$ cat config.mk
export PLATFORM = sky130hd
export DESIGN_NAME = dmem_ctrl
export DESIGN_NICKNAME = d
export VERILOG_FILES = /design/src/rtl/dmem_ctrl.sv
export SDC_FILE = /design/constraint.sdc
export NUM_CORES = 1
export LEC_CHECK = 0
export BUFFER_PORTS_ARGS = -buffer_cell sky130_fd_sc_hd__buf_4
export CORE_MARGIN = 4
export CORE_UTILIZATION = 49
export DETAILED_ROUTE_END_ITERATION = 12
export PLACE_DENSITY = 0.9
export RECOVER_POWER = 50
export SYNTH_ARGS = -nofsm -noshare
export SYNTH_HDL_FRONTEND = slang
export SYNTH_SLANG_ARGS = --single-unit
$ cat constraint.sdc
create_clock -name clk -period 2.7 [get_ports clk]
set_clock_uncertainty 0.1 [all_clocks]
set_input_delay 0.135 -clock clk [delete_from_list [all_inputs] [get_ports clk]]
set_output_delay 0.135 -clock clk [all_outputs]
set_load 0.01 [all_outputs]
$ cat src/rtl/dmem_ctrl.sv
// dmem_ctrl: shares the big-endian byte-addressed data memory between two
// requesters (port 0 = CPU load/store unit, port 1 = loader/DMA engine).
//
// Ports:
//   clk, rst               clock (also the memory clock), sync active-high reset
//   pN_req/we/size/sext    request handshake and access type (N = 0, 1)
//   pN_addr, pN_wdata      byte address, right-justified store data
//   pN_ack, pN_err         one-cycle completion pulse and its error flag
//   pN_rdata               extended load result, held until the next ack
//   dm_cs/r/w/addr/wdata/bits  registered memory controls
//   dm_rdata               memory read data, byte at addr in [31:24]
//   busy                   controller is not idle
//
// Every access takes three cycles: grant (IDLE), ACCESS, RESP (ack).
module dmem_ctrl #(
    parameter int unsigned PRIO_INIT = 0
) (
    input  logic        clk,
    input  logic        rst,
    input  logic        p0_req,
    input  logic        p0_we,
    input  logic [1:0]  p0_size,
    input  logic        p0_sext,
    input  logic [10:0] p0_addr,
    input  logic [31:0] p0_wdata,
    output logic        p0_ack,
    output logic        p0_err,
    output logic [31:0] p0_rdata,
    input  logic        p1_req,
    input  logic        p1_we,
    input  logic [1:0]  p1_size,
    input  logic        p1_sext,
    input  logic [10:0] p1_addr,
    input  logic [31:0] p1_wdata,
    output logic        p1_ack,
    output logic        p1_err,
    output logic [31:0] p1_rdata,
    output logic        dm_cs,
    output logic        dm_r,
    output logic        dm_w,
    output logic [10:0] dm_addr,
    output logic [31:0] dm_wdata,
    output logic [1:0]  dm_bits,
    input  logic [31:0] dm_rdata,
    output logic        busy
);

    typedef enum logic [1:0] {IDLE, ACCESS, RESP} state_t;

    typedef struct packed {
        logic        we;
        logic [1:0]  size;
        logic        sext;
        logic [10:0] addr;
        logic [31:0] wdata;
    } req_t;

    state_t state, next_state;
    req_t   port_req [2];
    req_t   gnt_req;
    logic   grant, gnt_sel, gnt_bad;
    logic   prio;

    // Context of the access in flight.
    logic       cur_port, cur_we, cur_sext, cur_err;
    logic [1:0] cur_size;

    logic [1:0]       ack_q, err_q;
    logic [1:0][31:0] rdata_q;

    // Size 3 is illegal; halfwords and words must be naturally aligned.
    function automatic logic misaligned(input logic [1:0] size, input logic [1:0] lo);
        case (size)
            2'd0:    misaligned = 1'b0;
            2'd1:    misaligned = lo[0];
            2'd2:    misaligned = |lo;
            default: misaligned = 1'b1;
        endcase
    endfunction

    // The addressed byte always lands in dm_rdata[31:24], so the sign bit
    // for both byte and halfword loads is dm_rdata[31].
    function automatic logic [31:0] load_ext(input logic [31:0] rd,
                                             input logic [1:0]  size,
                                             input logic        sext);
        logic fill;
        fill = sext & rd[31];
        case (size)
            2'd0:    load_ext = {{24{fill}}, rd[31:24]};
            2'd1:    load_ext = {{16{fill}}, rd[31:16]};
            default: load_ext = rd;
        endcase
    endfunction

    assign port_req[0] = '{we: p0_we, size: p0_size, sext: p0_sext, addr: p0_addr, wdata: p0_wdata};
    assign port_req[1] = '{we: p1_we, size: p1_size, sext: p1_sext, addr: p1_addr, wdata: p1_wdata};

    always_ff @(posedge clk) begin
        if (rst) state <= IDLE;
        else     state <= next_state;
    end

    always_comb begin
        next_state = state;
        grant      = 1'b0;
        gnt_sel    = prio;
        case (state)
            IDLE: begin
                if (p0_req || p1_req) begin
                    grant = 1'b1;
                    // A lone requester wins regardless of the pointer.
                    if (!(p0_req && p1_req)) gnt_sel = p1_req;
                    next_state = ACCESS;
                end
            end
            ACCESS:  next_state = RESP;
            RESP:    next_state = IDLE;
            default: next_state = IDLE;
        endcase
    end

    always_comb begin
        gnt_req = port_req[gnt_sel];
        gnt_bad = misaligned(gnt_req.size, gnt_req.addr[1:0]);
    end

    always_ff @(posedge clk) begin
        if (rst) begin
            prio     <= (PRIO_INIT != 0);
            cur_port <= 1'b0;
            cur_we   <= 1'b0;
            cur_sext <= 1'b0;
            cur_err  <= 1'b0;
            cur_size <= 2'd0;
            ack_q    <= '0;
            err_q    <= '0;
            rdata_q  <= '0;
            dm_cs    <= 1'b0;
            dm_r     <= 1'b0;
            dm_w     <= 1'b0;
            dm_addr  <= '0;
            dm_wdata <= '0;
            dm_bits  <= '0;
        end else begin
            ack_q <= '0;
            err_q <= '0;
            if (grant) begin
                prio     <= ~gnt_sel;
                cur_port <= gnt_sel;
                cur_we   <= gnt_req.we;
                cur_sext <= gnt_req.sext;
                cur_size <= gnt_req.size;
                cur_err  <= gnt_bad;
                // A rejected access never touches the memory.
                if (!gnt_bad) begin
                    dm_cs    <= 1'b1;
                    dm_r     <= ~gnt_req.we;
                    dm_w     <= gnt_req.we;
                    dm_addr  <= gnt_req.addr;
                    dm_wdata <= gnt_req.wdata;
                    dm_bits  <= gnt_req.size;
                end
            end
            if (state == ACCESS) begin
                dm_cs    <= 1'b0;
                dm_r     <= 1'b0;
                dm_w     <= 1'b0;
                dm_addr  <= '0;
                dm_wdata <= '0;
                dm_bits  <= '0;
                ack_q[cur_port]   <= 1'b1;
                err_q[cur_port]   <= cur_err;
                rdata_q[cur_port] <= (cur_we || cur_err) ? 32'h0
                                                         : load_ext(dm_rdata, cur_size, cur_sext);
            end
        end
    end

    assign p0_ack   = ack_q[0];
    assign p1_ack   = ack_q[1];
    assign p0_err   = err_q[0];
    assign p1_err   = err_q[1];
    assign p0_rdata = rdata_q[0];
    assign p1_rdata = rdata_q[1];
    assign busy     = (state != IDLE);

endmodule

Yosys cells after proc, flatten, opt, wreduce, memory -nomap -nowiden
Cells that the tools add are included.

storage, ports and cells
  word-level logic and storage cells = 64
  flip-flop bits (word level) = 125
  input bits = 130

operators by class
  magnitude comparators = 3
  equal/unequal tests = 5
  bitwise gates (word level) = 7
  reductions and logical operators = 12
  mux-type cells = 20

operators by type and width
  cell                  count
  $mux W47              3
  $mux W32              4
  $bwmux W64            1
  $pmux W32 S2          1
  $demux W32 S1         1
  $eq A2 B1 Y1 const B  3
  $logic_not A2 Y1      3
  $mux W1               6
  $reduce_or A2 Y1      3
  $not A1 Y1            4
  $pmux W2 S2           1
  $pmux W1 S3           1
  $and A2 B2 Y2         1
  $eq A2 B2 Y1 const B  1
  $ge A2 B2 Y1 const B  1
  $logic_and A1 B1 Y1   2
  $logic_or A1 B1 Y1    2
  $lt A1 B2 Y1 const B  1
  $mux W2               1
  $ne A2 B2 Y1 const B  1
  $not A1 Y2            1
  $reduce_and A2 Y1     1
  $reduce_bool A2 Y1    1
  $and A1 B1 Y1         1
  2 further kinds       2

Longest topological paths before layout
  depth after elaboration = 12
  depth in mapped cells = 8
  mapped depth without buffers = 4

Worst setup path before layout
OpenSTA, ideal clock, no wires.

  path type = reg-to-reg
  start = register state[1]
  end = register dm_addr[10]
  stages on the path, launching flop included = 9
  slack = 717 ps
  arrival time = 1735 ps
  clock period less this slack = 1983 ps
  buffers on the path = 4
  setup time = 148 ps
  cell sequence = dfxtp_1 -> or2_1 -> buf_2 -> or2_1 -> buf_2 -> buf_4 -> buf_4 -> nor4_2 -> a2111oi_2

on the way
  word-level cells in the longest chain between the ends = 10
  elaborated cells on any way between the ends = 16
  classes of those cells = 3 x eq/ne; 6 x mux; 2 x bitwise; 5 x reduce/logical

RTL lines
  item                                          RTL line  RTL
  start, declared                               58        state_t state, next_state;
  start signal, assigned                        100       else state <= next_state;
  $logic_not A2 Y1                              107       case (state)
  $mux W1                                       107
  $not A1 Y2 (not written as such)              123       gnt_req = port_req[gnt_sel];
  $mux W47 (not written as such) (3 in series)  123
  $eq A2 B2 Y1 (tied with other cells)          73        case (size)
  $pmux W1 S3                                   73
  $not A1 Y1 (no source line)                   -
  $reduce_and A2 Y1 (no source line)            -
  end signal, assigned                          159       dm_addr <= gnt_req.addr;
  end, declared                                 41        output logic [10:0] dm_addr,

Parallel ways exist; a longest one is shown, timed or not. The select of a mux whose other input is x is not followed.
A chain may end at the register's enable or synchronous reset.

Worst setup path after layout
  start = register state[1]
  end = register cur_sext

on the way
  word-level cells in the longest chain between the ends = 6
  elaborated cells on any way between the ends = 7
  classes of those cells = 5 x mux; 1 x bitwise; 1 x reduce/logical

RTL lines
  item                                          RTL line  RTL
  $logic_not A2 Y1 (*)                          107
  $mux W1                                       107
  $not A1 Y2 (not written as such)              123
  $mux W47 (not written as such) (3 in series)  123
  end signal, assigned                          151       cur_sext <= gnt_req.sext;
  end, declared                                 65        logic cur_port, cur_we, cur_sext, cur_err;

Mark *: on every way between the ends. The rest lies on a longest branch, timed or not. The select of a mux whose other input is x is not followed.

==> flow_summary.yaml <==
outcome:
  status: "finished clean"
grt:
  grt_pass1_vias: 6346
  overflow: 0
  antenna_found_initial: 0
  grt_max_degree: 52
  track_usage_pct: 28.61
  grt_pass1_wl_um: 32930
job:
  max_cap_violations: 0
cells_and_area:
  final_nets: 1076
  final_cells: 1127
  layout-drive-gt1-share_pct: 27.53
  postLayoutCellArea_sq_mm: 0.008414
  fin_util_pct: 68.90
  areaGrowthSynthToFinish_pct: 35.42
  layout_commonest_cell: "buf_4"
  diodes: 0
  layout_common_cells: "buf_4, nand2_1, dfxtp_1"
synthesis:
  synth_top_area_share_pct: 40.27
  synth_area_leaders: "dfxtp_1, a2111oi_2, nand2_1"
  avgSynthCellArea_sq_um: 8.570
  synth_seq_cells: 125
  yosys.area.top_type: "dfxtp_1"
  ys_seq_area_share_pct: 40.27
  ys.flop_type: "dfxtp_1"
  synthDistinctLibCells: 45
  syn_area_sq_mm: 0.006213
  synth_edf_count: 0
  ys_warn_count: 0
  async_flop_share_pct: 0
  synthesis.nets: 855
  synth_cells: 725
floorplanning:
  die_area_sq_mm: 0.01455
  num_rows: 40
  core_sq_mm: 0.01221
  dieWidth_um: 120.6
  io_pins: 247
  start_util_pct: 50.88
  die_h_um: 120.6
drt:
  route.detailed.wl_per_inst_um: 18.77
  drt-met1-wl_um: 7882
  viasPerCell: 5.755
  drc: 0
  vias: 6486
  met2_length_um: 10470
  ant_nets: 0
  detail_route.first_pass.iterations: 5
  maxUsedRoutingLayer: "met4"
  initialDrtViolationCount: 638
  wl_um: 21160
  met3_length_um: 1867
hold_path:
  min_from: "dm_rdata[14]"
  whs_path_depth: 5
  whs_endpoint: "p1_rdata[14]$_SDFFE_PP0P_"
  hp-class: "in -> reg"
clock_tree:
  clock-sinks: 125
  htreeDepth: 4
  clock_path_buffers: 2
  cts_resized: 0
  clock_latency_ns: 0.41
  cts_buffers: 17
  cts.clk_slew.worst_paths_ns: 0.05
  cts_root_buf: "clkbuf_16"
  cts_tree: "built"
worst_setup_path:
  worst-path-buf-inv: 2
  worst_path_max_delay_cell: "dlygate4sd3_1"
  endpoint_kind: "flop"
  path_max_fanout: 24
  critPathLaunchType: "flop"
  arrival_ns: 2.81
  r2r_end: "cur_sext$_SDFFE_PP0P_"
  max_stage_delay_ns: 0.58
  worstRegToRegCells: 6
  crit_chain: "nor3b_2, a2bb2oi_4, buf_4, nand2_1, a311oi_1, dlygate4sd3_1"
  reg2reg_slack_ns: 0.13
  timing.rr.start: "state[1]$_SDFFE_PP0P_"
  cp_top_family: "buffers and inverters"
  cp.required_ns: 2.95
  path_class: "reg -> reg"
sta:
  finalCriticalPeriod_ns: 2.566
  whs_ns: 0.05582
  setup_viol: 0
  report.final.slew_viol_count: 0
  slew_headroom_pct: 23.63
  finalHoldViolCount: 0
  max_freq_mhz: 389.8
  period_share_pct: 95.02
  tightest_slew_ns: 1.146
  setup_tns_ns: 0
  post-route-worst-setup-slack_ns: 0.1345
  rsz0062_at_grt: "false"
placed_design:
  io_buffers: 246
  place_ws_ns: 0.2895
  dp_cells: 1086
  dp_hpwl_um: 14590
  place_congestion: 0.8901
  dpl-instance-area_sq_mm: 0.008203
power:
  p_leak_nw: 2.908
  p_total_mw: 5.715
  p_per_area_mw_per_mm2: 679.2
  ir_drop_mv: 0.4464
[cell families (layout without fill, tap and decap cells)]
group                  Yosys count  in the layout  share of synthesized area (%)
buffers and inverters          119            353                          7.732
DFF                            125            125                          40.27
muxes                           15             15                          2.598
and+or+nand+nor                317            317                          28.86
AOI/OAI and AO/OA              149            149                          20.54
[worst max-delay path by stage]
stage	startpoint	end	slack, ns	cells after the start
floorplan	state[1]$_SDFFE_PP0P_	dm_addr[10]$_SDFFE_PP0P_	0.72	8
global placement	state[1]$_SDFFE_PP0P_	dm_wdata[2]$_SDFFE_PP0P_	0.35	5
detailed placement	state[1]$_SDFFE_PP0P_	dm_wdata[2]$_SDFFE_PP0P_	0.29	5
CTS	state[1]$_SDFFE_PP0P_	cur_sext$_SDFFE_PP0P_	0.16	6
global route	state[1]$_SDFFE_PP0P_	cur_sext$_SDFFE_PP0P_	0.02	6
finish	state[1]$_SDFFE_PP0P_	cur_sext$_SDFFE_PP0P_	0.13	6
[repair_timing]
item / in CTS / in global routing
hold endpoints to repair: 5 / 0
hold buffers: 9 / 0
setup endpoints to repair: 0 / 0
setup buffers: 0 / 0
[worst register-to-register path: stages (launching register included)]
cell and delay [ns]:
dfxtp_1 0.35, nor3b_2 0.38, a2bb2oi_4 0.37, buf_4 0.37, nand2_1 0.11, a311oi_1 0.24
dlygate4sd3_1 0.58
[flip-flops by register name, summed over array words and instances, names as in the netlist]
signal,cells
err_q,2
dm_addr,11
cur_err,1
state,2
cur_we,1
ack_q,2
dm_w,1
p1_rdata,32
prio,1
cur_sext,1
dm_r,1
p0_rdata,32
dm_wdata,32
dm_cs,1
dm_bits,2
cur_port,1
cur_size,2
[per-layer routing]
metal  global-route usage (%)  up-vias
met1                    32.18     3034
li1                         -     3037
met2                    48.79      356
met5                        0        -
met3                    8.372       59
met4                    15.16        0
[layout make-up]
cell class | instances | area (sq um)
fillers | 1075 | 3797
inverters | 45 | 168.9
clock inverters | 8 | 90.09
flip-flops and latches | 125 | 2502
multi-input cells | 481 | 3279
well taps | 168 | 210.2
repair buffers | 276 | 1692
clock buffers | 24 | 471.7
[cell usage after synthesis (2+ instances only)]
cell type,instances
nand2_1,130
dfxtp_1,125
clkbuf_1,58
nor4_1,53
a21oi_1,50
inv_1,45
a2111oi_2,33
nor4_2,33
nor2_1,32
o21a_1,17
nor2b_1,16
nor3_1,16
nand2b_1,13
buf_2,9
mux2_2,9
nand3b_1,8
o211ai_1,8
a2111oi_1,7
a31oi_1,7
buf_4,6
mux2i_1,6
a2111oi_0,4
a311oi_1,4
o21ai_0,4
o22ai_1,3
a211oi_2,2
a21o_1,2
and2_1,2
nand3_1,2
nor3b_1,2
nor4b_1,2
o2111ai_1,2
or2_1,2
or3_1,2
[power breakdown]
part	leakage, nW	switching, mW	internal, mW
sequential	1.02	0.104	1.99
combinational	1.61	0.881	0.557
clock	0.282	0.784	1.40
No activity file was read; power rests on OpenSTA's default activity.
